### src/rtl/eth_pkg.sv
// Shared constants, FSM state type and the byte-wide CRC-32 update for the
// Ethernet frame generator and its FCS block.
package eth_pkg;

  localparam logic [7:0]  PREAMBLE    = 8'h55;
  localparam logic [7:0]  SFD         = 8'hD5;
  localparam int unsigned MIN_FRAME   = 64;
  localparam logic [31:0] CRC_POLY    = 32'h04C11DB7;
  localparam logic [31:0] CRC_INIT    = 32'hFFFFFFFF;
  localparam logic [31:0] CRC_RESIDUE = 32'hC704DD7B;

  typedef enum logic [2:0] {
    StIdle,
    StPre,
    StBody,
    StFcs,
    StGap
  } state_e;

  // MSB-first register, data bits fed LSB first (Ethernet bit order).
  function automatic logic [31:0] crc32_d8(input logic [31:0] crc, input logic [7:0] d);
    logic [31:0] c;
    c = crc;
    for (int i = 0; i < 8; i++) begin
      if (c[31] ^ d[i]) begin
        c = {c[30:0], 1'b0} ^ CRC_POLY;
      end else begin
        c = {c[30:0], 1'b0};
      end
    end
    return c;
  endfunction

endpackage

### src/rtl/eth_fcs_gen.sv
// Running CRC-32 over a byte stream; fcs holds the wire FCS with byte 0 in
// bits [7:0] (bit-reversed, complemented CRC register).
module eth_fcs_gen
  import eth_pkg::*;
(
  input  logic        clk,
  input  logic        rst_n,
  input  logic        init,
  input  logic        en,
  input  logic [7:0]  din,
  output logic [31:0] crc,
  output logic [31:0] fcs
);

  logic [31:0] crc_q, crc_d;

  always_comb begin
    crc_d = crc_q;
    if (init) begin
      crc_d = CRC_INIT;
    end else if (en) begin
      crc_d = crc32_d8(crc_q, din);
    end
  end

  always_ff @(posedge clk or negedge rst_n) begin
    if (!rst_n) begin
      crc_q <= CRC_INIT;
    end else begin
      crc_q <= crc_d;
    end
  end

  always_comb begin
    fcs = '0;
    for (int i = 0; i < 32; i++) begin
      fcs[i] = ~crc_q[31-i];
    end
  end

  assign crc = crc_q;

endmodule

### src/rtl/eth_frame_gen.sv
// GMII-style Ethernet traffic source: preamble, rotating-port/sequence body,
// FCS and gap, with runtime length, gap, sweep and error controls.
module eth_frame_gen
  import eth_pkg::*;
#(
  parameter int unsigned N_PORTS = 3,
  parameter int unsigned MAX_LEN = 1518,
  parameter int unsigned MIN_IFG = 12,
  parameter int unsigned SEQ_W   = 16,
  localparam int unsigned LW     = $clog2(MAX_LEN + 1)
) (
  input  logic             clk,
  input  logic             rst_n,
  input  logic             enable,
  input  logic [LW-1:0]    cfg_len,
  input  logic [7:0]       cfg_ifg,
  input  logic             cfg_sweep,
  input  logic             cfg_bad_fcs,
  input  logic             err_inject,
  output logic             dv,
  output logic             er,
  output logic [7:0]       data,
  output logic             busy,
  output logic [SEQ_W-1:0] seq
);

  localparam int unsigned CW       = (LW > 8) ? LW : 8;
  localparam int unsigned SB       = SEQ_W / 8;
  localparam logic [LW-1:0] MinLen = LW'(MIN_FRAME);
  localparam logic [LW-1:0] MaxLen = LW'(MAX_LEN);
  localparam logic [7:0] MinIfg    = 8'(MIN_IFG);
  localparam logic [7:0] LastPort  = 8'(N_PORTS);

  state_e           state_q, state_d;
  logic [CW-1:0]    cnt_q, cnt_d;
  logic [LW-1:0]    len_q, len_d;
  logic [7:0]       ifg_q, ifg_d;
  logic             bad_q, bad_d;
  logic             arm_q, arm_d;
  logic             erf_q, erf_d;
  logic [7:0]       port_q, port_d;
  logic [SEQ_W-1:0] seq_q, seq_d;
  logic             dv_q, dv_d;
  logic             er_q, er_d;
  logic [7:0]       data_q, data_d;

  logic             start;
  logic [LW-1:0]    len_clamp;
  logic [7:0]       ifg_eff;
  logic             crc_init, crc_en;
  logic [31:0]      crc, fcs;
  logic [CW-1:0]    k;
  logic [SEQ_W-1:0] seq_sh;
  logic [31:0]      unused_crc;

  assign len_clamp  = (cfg_len < MinLen) ? MinLen : ((cfg_len > MaxLen) ? MaxLen : cfg_len);
  assign ifg_eff    = (cfg_ifg < MinIfg) ? MinIfg : cfg_ifg;
  assign unused_crc = crc;

  // Next-state and per-frame configuration latch.
  always_comb begin
    state_d = state_q;
    cnt_d   = cnt_q;
    len_d   = len_q;
    ifg_d   = ifg_q;
    bad_d   = bad_q;
    erf_d   = erf_q;
    port_d  = port_q;
    seq_d   = seq_q;
    arm_d   = arm_q | err_inject;
    start   = 1'b0;
    unique case (state_q)
      StIdle: begin
        if (enable) start = 1'b1;
      end
      StPre: begin
        if (cnt_q == CW'(7)) begin
          state_d = StBody;
          cnt_d   = '0;
        end else begin
          cnt_d = cnt_q + CW'(1);
        end
      end
      StBody: begin
        if (cnt_q == CW'(len_q) - CW'(5)) begin
          state_d = StFcs;
          cnt_d   = '0;
        end else begin
          cnt_d = cnt_q + CW'(1);
        end
      end
      StFcs: begin
        if (cnt_q == CW'(3)) begin
          state_d = StGap;
          cnt_d   = '0;
          port_d  = (port_q == LastPort) ? 8'd1 : port_q + 8'd1;
          seq_d   = seq_q + SEQ_W'(1);
        end else begin
          cnt_d = cnt_q + CW'(1);
        end
      end
      StGap: begin
        if (cnt_q == CW'(ifg_q) - CW'(1)) begin
          if (enable) begin
            start = 1'b1;
          end else begin
            state_d = StIdle;
            cnt_d   = '0;
          end
        end else begin
          cnt_d = cnt_q + CW'(1);
        end
      end
      default: state_d = StIdle;
    endcase

    if (start) begin
      state_d = StPre;
      cnt_d   = '0;
      ifg_d   = ifg_eff;
      bad_d   = cfg_bad_fcs;
      erf_d   = arm_q;
      arm_d   = err_inject;
      if (cfg_sweep) begin
        len_d = (state_q == StIdle || len_q >= len_clamp) ? MinLen : len_q + LW'(1);
      end else begin
        len_d = len_clamp;
      end
    end
  end

  // Output byte for the state being entered; registered on the same edge.
  always_comb begin
    dv_d     = 1'b0;
    er_d     = 1'b0;
    data_d   = '0;
    crc_init = 1'b0;
    crc_en   = 1'b0;
    k        = CW'(len_q) - CW'(5) - cnt_d;
    seq_sh   = seq_q >> {k, 3'b000};
    unique case (state_d)
      StPre: begin
        dv_d     = 1'b1;
        data_d   = (cnt_d == CW'(7)) ? SFD : PREAMBLE;
        crc_init = 1'b1;
      end
      StBody: begin
        dv_d   = 1'b1;
        crc_en = 1'b1;
        if (cnt_d < CW'(2)) begin
          data_d = port_q;
        end else if (k < CW'(SB)) begin
          data_d = seq_sh[7:0];
        end
        er_d = erf_q && (cnt_d == CW'(12));
      end
      StFcs: begin
        dv_d   = 1'b1;
        data_d = fcs[{cnt_d[1:0], 3'b000} +: 8] ^ {8{bad_q && (cnt_d == '0)}};
      end
      default: ;
    endcase
  end

  always_ff @(posedge clk or negedge rst_n) begin
    if (!rst_n) begin
      state_q <= StIdle;
      cnt_q   <= '0;
      len_q   <= MinLen;
      ifg_q   <= MinIfg;
      bad_q   <= 1'b0;
      arm_q   <= 1'b0;
      erf_q   <= 1'b0;
      port_q  <= 8'd1;
      seq_q   <= '0;
      dv_q    <= 1'b0;
      er_q    <= 1'b0;
      data_q  <= '0;
    end else begin
      state_q <= state_d;
      cnt_q   <= cnt_d;
      len_q   <= len_d;
      ifg_q   <= ifg_d;
      bad_q   <= bad_d;
      arm_q   <= arm_d;
      erf_q   <= erf_d;
      port_q  <= port_d;
      seq_q   <= seq_d;
      dv_q    <= dv_d;
      er_q    <= er_d;
      data_q  <= data_d;
    end
  end

  eth_fcs_gen u_fcs (
    .clk   (clk),
    .rst_n (rst_n),
    .init  (crc_init),
    .en    (crc_en),
    .din   (data_d),
    .crc   (crc),
    .fcs   (fcs)
  );

  assign dv   = dv_q;
  assign er   = er_q;
  assign data = data_q;
  assign busy = (state_q != StIdle);
  assign seq  = seq_q;

endmodule

### config.mk
export PLATFORM = sky130hd
export DESIGN_NAME = eth_frame_gen
export DESIGN_NICKNAME = d
export VERILOG_FILES = /design/src/rtl/eth_pkg.sv /design/src/rtl/eth_fcs_gen.sv /design/src/rtl/eth_frame_gen.sv
export SDC_FILE = /design/constraint.sdc
export NUM_CORES = 1
export LEC_CHECK = 0
export BUFFER_PORTS_ARGS = -buffer_cell sky130_fd_sc_hd__buf_2
export CORE_MARGIN = 1.5
export CORE_UTILIZATION = 40
export DETAILED_ROUTE_END_ITERATION = 16
export PLACE_DENSITY_LB_ADDON = 0.15
export SYNTH_ARGS = -nofsm -noshare
export SYNTH_HDL_FRONTEND = slang
export SYNTH_HIERARCHICAL = 1
export SYNTH_SLANG_ARGS = --single-unit
### constraint.sdc
create_clock -name clk -period 9.85 [get_ports clk]
set_clock_uncertainty 0.1 [all_clocks]
set_input_delay 2.955 -clock clk [delete_from_list [all_inputs] [get_ports clk]]
set_output_delay 2.955 -clock clk [all_outputs]
set_load 0.1 [all_outputs]
## Word level (Yosys, flattened, before mapping)

Index checks and enable logic that the tools add are counted.

- Add/subtract/negate cells: 7
- $mul: 0
- Div/mod/pow operators: 0
- Order comparisons: 6
- Equality and inequality tests: 14
- Shifts and indexed selects: 2
- Mux-type cells: 56
- Bitwise operators: 50
- Reductions and logical operators: 9

Operators by type and width:

| cell | count |
|---|---|
| 32-bit 2-to-1 mux | 16 |
| 27-bit 2-to-1 mux | 8 |
| 14-bit inverter | 8 |
| 11-bit 2-to-1 mux | 10 |
| 11-bit case mux with 4 select lines | 1 |
| 8-bit 2-to-1 mux | 5 |
| 1-bit inverter | 32 |
| 32-bit by 6-bit variable part select with 8-bit output | 1 |
| 8-bit case mux with 3 select lines | 1 |
| 11-bit by 1-bit adder with 11-bit output (second input constant) | 2 |
| 11-bit == test | 2 |
| 11-bit by 3-bit == test with 1-bit output (second input constant) | 2 |
| 11-bit by 2-bit less-than comparator with 1-bit output (second input constant) | 2 |
| 3-bit 2-to-1 mux | 6 |
| 16-bit by 1-bit adder with 16-bit output (second input constant) | 1 |
| 16-bit by 14-bit >> shifter with 8-bit output | 1 |
| 3-bit case mux with 5 select lines | 1 |
| 3-bit by 2-bit == test with 1-bit output (second input constant) | 4 |
| 11-bit by 2-bit == test with 1-bit output (second input constant) | 1 |
| 11-bit by 4-bit == test with 1-bit output (second input constant) | 1 |
| 11-bit greater-or-equal comparator | 1 |
| 11-bit > comparator (second input constant) | 1 |
| 11-bit zero test | 1 |
| 11-bit by 7-bit less-than comparator with 1-bit output (second input constant) | 1 |
| 20 further kinds | 35 |

- Register bits: 102
- Bits in latches: 0
- Memory bits (writable): 0
- Bits in read-only memories: 0
- Input port bits: 25
- Output and inout port bits: 27
- Word-level logic and storage cells: 157
- Memories kept: 0

## Logic depth before layout (Yosys ltp)

- Depth after elaboration: 42
- Depth in mapped cells: 29
- Mapped depth without buffers: 28

## Modules after synthesis

The synthesis kept the hierarchy.

By module, submodules not included:

| module | times used | cells an instance | area each (sq um) | seq. area each (sq um) |
|---|---|---|---|---|
| eth_frame_gen | 1 | 696 | 5953.2 | 1756.7 |
| eth_fcs_gen | 1 | 214 | 2203.4 | 840.8 |

## Worst setup path before layout

Ideal clock, no wire load.

- Path kind: input to register
- From: in enable
- To: reg u_fcs.crc_q[13] (netlist: u_fcs/crc[13])
- Setup time: 0.087 ns
- Arrival: 7.756 ns
- Data required time: 9.663 ns
- Setup slack: 1.907 ns
- Stages on the path: 22
- Buffers on the path: 2
- Path through: clkbuf_1 > o21ai_0 > mux2i_1 > buf_4 > inv_1 > ha_1 > fa_1 > nor2b_1 > o21ai_0 > a21boi_0 > o21ai_0 > a21oi_1 > a31oi_1 > xnor2_1 > xnor2_1 > or4b_1 > o221ai_1 > xnor2_4 > xor3_2 > xnor2_1 > xnor2_1 > o21ai_1

- Elaborated cells on any way between the ends: 62
- Classes of those cells: 1 x add/sub; 2 x order compare; 3 x eq/ne; 2 x shift; 40 x mux; 11 x bitwise; 3 x reduce/logical

RTL lines:

| item | line | text |
|---|---|---|
| from (decl) | eth_frame_gen.sv:14 | `input logic enable,` |
| 11-bit 2-to-1 mux or 1-bit 2-to-1 mux (tied branches) | eth_frame_gen.sv:104, eth_frame_gen.sv:74 |  |
| 11-bit 2-to-1 mux or 1-bit 2-to-1 mux (tied branches) | eth_frame_gen.sv:103 | `if (cnt_q == CW'(ifg_q) - CW'(1)) begin` |
| 11-bit case mux with 4 select lines or 1-bit case mux with 2 select lines (tied branches) | eth_frame_gen.sv:72 | `unique case (state_q)` |
| 11-bit 2-to-1 mux * | eth_frame_gen.sv:117 | `if (start) begin` |
| net cnt_d[0] | eth_frame_gen.sv:35 | `logic [CW-1:0] cnt_q, cnt_d;` |
| 11-bit subtractor | eth_frame_gen.sv:139 | `k = CW'(len_q) - CW'(5) - cnt_d;` |
| 11-bit by 2-bit less-than comparator with 1-bit output or 16-bit by 14-bit >> shifter with 8-bit output (tied branches) | eth_frame_gen.sv:152, eth_frame_gen.sv:140 |  |
| 8-bit 2-to-1 mux | eth_frame_gen.sv:152 | `end else if (k < CW'(SB)) begin` |
| [2 not listed] | -- |  |
| net data_d[6] | eth_frame_gen.sv:45 | `logic [7:0] data_q, data_d;` |
| 1-bit bitwise XOR * | eth_pkg.sv:25 | `if (c[31] ^ d[i]) begin` |
| 27-bit 2-to-1 mux * | eth_pkg.sv:25 |  |
| 32-bit 2-to-1 mux * | eth_fcs_gen.sv:21 | `end else if (en) begin` |
| 32-bit 2-to-1 mux * | eth_fcs_gen.sv:19 | `if (init) begin` |
| 27-bit 2-to-1 mux * | eth_pkg.sv:25 |  |
| 32-bit 2-to-1 mux * | eth_fcs_gen.sv:21 |  |
| 32-bit 2-to-1 mux * | eth_fcs_gen.sv:19 |  |
| to (signal assigned) | eth_fcs_gen.sv:30 | `crc_q <= crc_d;` |
| to (decl) | eth_fcs_gen.sv:15 | `logic [31:0] crc_q, crc_d;` |

Mark *: on every way through the listed nets, which the timed path passes. The rest lies on a longest branch. The select of a mux whose other input is x is not followed.
A chain may end at the register's enable or synchronous reset.

## Worst setup path after layout

- From: in enable
- To: reg u_fcs.crc_q[5] (netlist: u_fcs/crc[5])

- Elaborated cells on any way between the ends: 65
- Classes of those cells: 1 x add/sub; 2 x order compare; 4 x eq/ne; 2 x shift; 41 x mux; 12 x bitwise; 3 x reduce/logical

RTL lines:

| item | line | text |
|---|---|---|
| 11-bit 2-to-1 mux or 1-bit 2-to-1 mux (tied branches) | eth_frame_gen.sv:104, eth_frame_gen.sv:74 |  |
| 11-bit 2-to-1 mux or 1-bit 2-to-1 mux (tied branches) | eth_frame_gen.sv:103 |  |
| 11-bit case mux with 4 select lines or 1-bit case mux with 2 select lines (tied branches) | eth_frame_gen.sv:72 |  |
| 11-bit 2-to-1 mux | eth_frame_gen.sv:117 |  |
| 11-bit subtractor | eth_frame_gen.sv:139 |  |
| 11-bit by 2-bit less-than comparator with 1-bit output or 16-bit by 14-bit >> shifter with 8-bit output (tied branches) | eth_frame_gen.sv:152, eth_frame_gen.sv:140 |  |
| 8-bit 2-to-1 mux | eth_frame_gen.sv:152 |  |
| 8-bit 2-to-1 mux | eth_frame_gen.sv:150 | `if (cnt_d < CW'(2)) begin` |
| [1 not listed] | -- |  |
| net data_d[6] | eth_frame_gen.sv:45 |  |
| 1-bit bitwise XOR * | eth_pkg.sv:25 |  |
| 27-bit 2-to-1 mux * | eth_pkg.sv:25 |  |
| 32-bit 2-to-1 mux * | eth_fcs_gen.sv:21 |  |
| 32-bit 2-to-1 mux * | eth_fcs_gen.sv:19 |  |
| 14-bit inverter (no line) | -- |  |
| 27-bit 2-to-1 mux * | eth_pkg.sv:25 |  |
| 32-bit 2-to-1 mux * | eth_fcs_gen.sv:21 |  |
| 32-bit 2-to-1 mux * | eth_fcs_gen.sv:19 |  |

Marks and branches as above.

==> results.yml <==
clocking:
  cts_buffers: 9
  clkTransAtPathRegs_ps: 70
  post-cts-setup-buffers: 0
  clock_latency_ps: 360
  cts_buffer_depth: 2
  clkSinkCount: 102
  cts_hold_buf: 0
  cts_max_level: 3
  cts_tree: "done"
  cts_resized: 0
  root_buffer: "clkbuf_16"
sta:
  fin_hold_ws_ps: 392
  max_freq_mhz: 122
  maxSlewViolCount: 0
  period_share: 0.831
  relSlewSlack: 0.257
  report.final.hold_viol_count: 0
  fin_crit_ps: 8180
  setup_viol: 0
  tightest_slew_ps: 1110
  fin_setup_tns_ps: 0
  rsz0062_at_grt: "no"
pwr:
  intPower_uw: 641
  p_leak_uw: 0.00382
  power.density_nw_per_um2: 99.7
  netSwitchingFraction: 0.278
  total_power_uw: 888
  switchingPower_uw: 247
  clkPwrFrac: 0.389
  power_frac_comb: 0.121
  seq_power_share: 0.491
  ir_drop_uv: 71.3
final_layout:
  regArea_um2: 2600
  multi_input_area_um2: 5090
  nNetsFinal: 988
  drive_gt1_frac: 0.179
  insertedDiodeCount: 0
  fill_cells: 1975
  area_delta_synth_final_pct: 9.20
  fin_cells: 1210
  finish.instance_area_um2: 8910
grt:
  grt_pass1_wl_um: 35500
  grt_max_degree: 60
  grt_overflow: 0
  grt_pass1_vias: 6411
  grtUsageTotal: 0.208
  grt_antenna_before_repair: 0
routing:
  viasPerCell: 5.49
  finalWirelength_um: 21100
  wl_per_cell_um: 17.5
  drt-initial-drc-count: 390
  drt_pass1_iterations: 5
  ant_nets: 0
  drc: 0
  dr_total_vias: 6641
synthesis:
  synthCells: 910
  synth_top_area_frac: 0.202
  syn-mean-instance-area_um2: 8.96
  ys_ff_latch: 102
  ys.flop_type: "dfrtp_1"
  synth_area_um2: 8160
  async_flop_share: 1.00
  yosys.cell_count.top_type: "xnor2_1"
  synthDistinctLibCells: 85
  synth.area.top_cells: "dfrtp_1 20%, dfstp_2 12%, xnor2_1 10%"
  yosysSeqAreaShare: 0.318
  yosys.area.top_type: "dfrtp_1"
  synth_fp_nets: 963
  synth_common_cells: "96 x xnor2_1, 73 x inv_1, 66 x dfrtp_1, 66 x nand2_1, 58 x nor2_1"
  synth_edf_count: 0
  yosys_warnings: 6
setup_path:
  crit_fanout: 8
  crit_arrival_ps: 8370
  end_kind: "flip-flop"
  worstPathRequired_ps: 10040
  critical_path_class: "input pin to flip-flop"
  start_kind: "input pin"
outcome:
  outcome: "complete, no violations"
placed_design:
  dp_cells: 1194
  routabilityCongestion: 0.898
  port_buffers: 51
  place_hpwl_um: 15900
  dpl_cell_area_um2: 8630
floorplan:
  fp.dieH_um: 146
  die_area_um2: 21300
  core.rowCount: 52
  core_area_um2: 20100
  initial_core_util: 0.406
  die_w_um: 146
  ios: 52
min_path:
  hp-class: "flip-flop to flip-flop"
flow_run:
  drv_cap: 0
==> cell usage in the layout (no fill, tap or decap), types with 6 or more instances in the layout <==
cell type   n
xnor2_2     9
o211ai_1   21
nand2b_1    9
xnor2_1    96
buf_2      50
a21o_1     10
a31oi_1    14
nor3_1     30
xor2_1     24
o21ai_0    39
o21ai_1     7
nor4_1      8
nand3_1    32
o21a_1      8
a221oi_1    6
o22ai_1     9
nand4_1    12
o221ai_1    6
mux2_2     12
a21oi_1    44
nor2b_1     7
inv_1      73
mux2i_1     6
dfstp_2    36
nor2_1     58
dfrtp_1    66
mux4_2      8
clkbuf_16   9
nand2_1    66
buf_4       9
ha_1       27
a211o_1     8
and3_1     12
==> stage by stage <==
stage | setup slack, ps | util
3_5_place_dp | 1340 | 0.429
2_1_floorplan | 1910 | -
3_3_place_gp | 1510 | 0.429
4_1_cts | 1710 | 0.443
5_1_grt | 1100 | 0.443
6_report | 1670 | 0.443
==> critical path: stages <==
cell      delay, ps
buf_2           160
nand2_1         120
nor4_1          480
a21oi_4         110
and3_1          180
a21oi_1         380
ha_1            330
o21ai_0         100
a21boi_0        140
o21ai_0         320
a21oi_1         160
a31oi_1         230
xnor2_1         160
xnor2_1         110
or4b_1          610
o221ai_1        550
xnor2_4         210
xnor2_1         580
xnor2_1         170
xnor2_1         170
a21oi_1         150
==> layout make-up <==
type / instances / area share
inverter: 77 / 0.0324
sequential: 102 / 0.292
clock buffer: 10 / 0.0257
tap: 270 / 0.0379
multi-input combinational: 686 / 0.572
timing repair buffer: 59 / 0.0357
clock inverter: 6 / 0.00492
==> flip-flops by register name, summed over array words and instances (netlist names), 3 cells and up <==
register / cells
u_fcs/crc: 32
seq: 16
cnt_q: 11
len_q: 11
data: 8
ifg_q: 8
port_q: 8
state_q: 3
==> metal layers <==
layer	global-route usage	up-vias	wire [um]
met1	0.320	3184	11000
met2	0.309	143	8980
met3	0.0260	22	853
met5	0	-	0
li1	-	3292	-
met4	0.0469	0	267
==> worst paths after layout <==
kind                       slack, ps                  from  depth (start not counted)                  endpoint
setup reg to reg                2060  len_q[0]$_DFFE_PN0P_                         28  u_fcs/crc[5]$_DFFE_PN1P_
min in group asynchronous       2580                 rst_n                          1        seq[9]$_DFFE_PN0P_
setup / recovery                1670                enable                         21  u_fcs/crc[5]$_DFFE_PN1P_
hold reg to reg                  390       arm_q$_DFF_PN0_                          1           arm_q$_DFF_PN0_
max in group asynchronous       5980                 rst_n                          2      len_q[3]$_DFFE_PN0P_
hold / removal                   390       arm_q$_DFF_PN0_                          1           arm_q$_DFF_PN0_
==> logic make-up (layout without fill, tap and decap cells) <==
group	Yosys count	in the layout	share of synthesized area
adders and majority gates	28	28	0.0439
and+or+nand+nor	277	277	0.177
xor gates and xnor gates	137	137	0.172
AOI/OAI and AO/OA	217	217	0.182
DFF	102	102	0.318
buffers and inverters	122	152	0.0592
muxes	27	27	0.0472
==> power groups by stage <==
stage	logic (uW)	registers, uW	clock network (uW)
floorplan	79.3	437	0
global placement	108	443	0
detailed placement	107	443	0
CTS	108	436	357
global route	123	437	372
finish	107	436	345
Note: power is estimated with default switching activity, not from simulation.
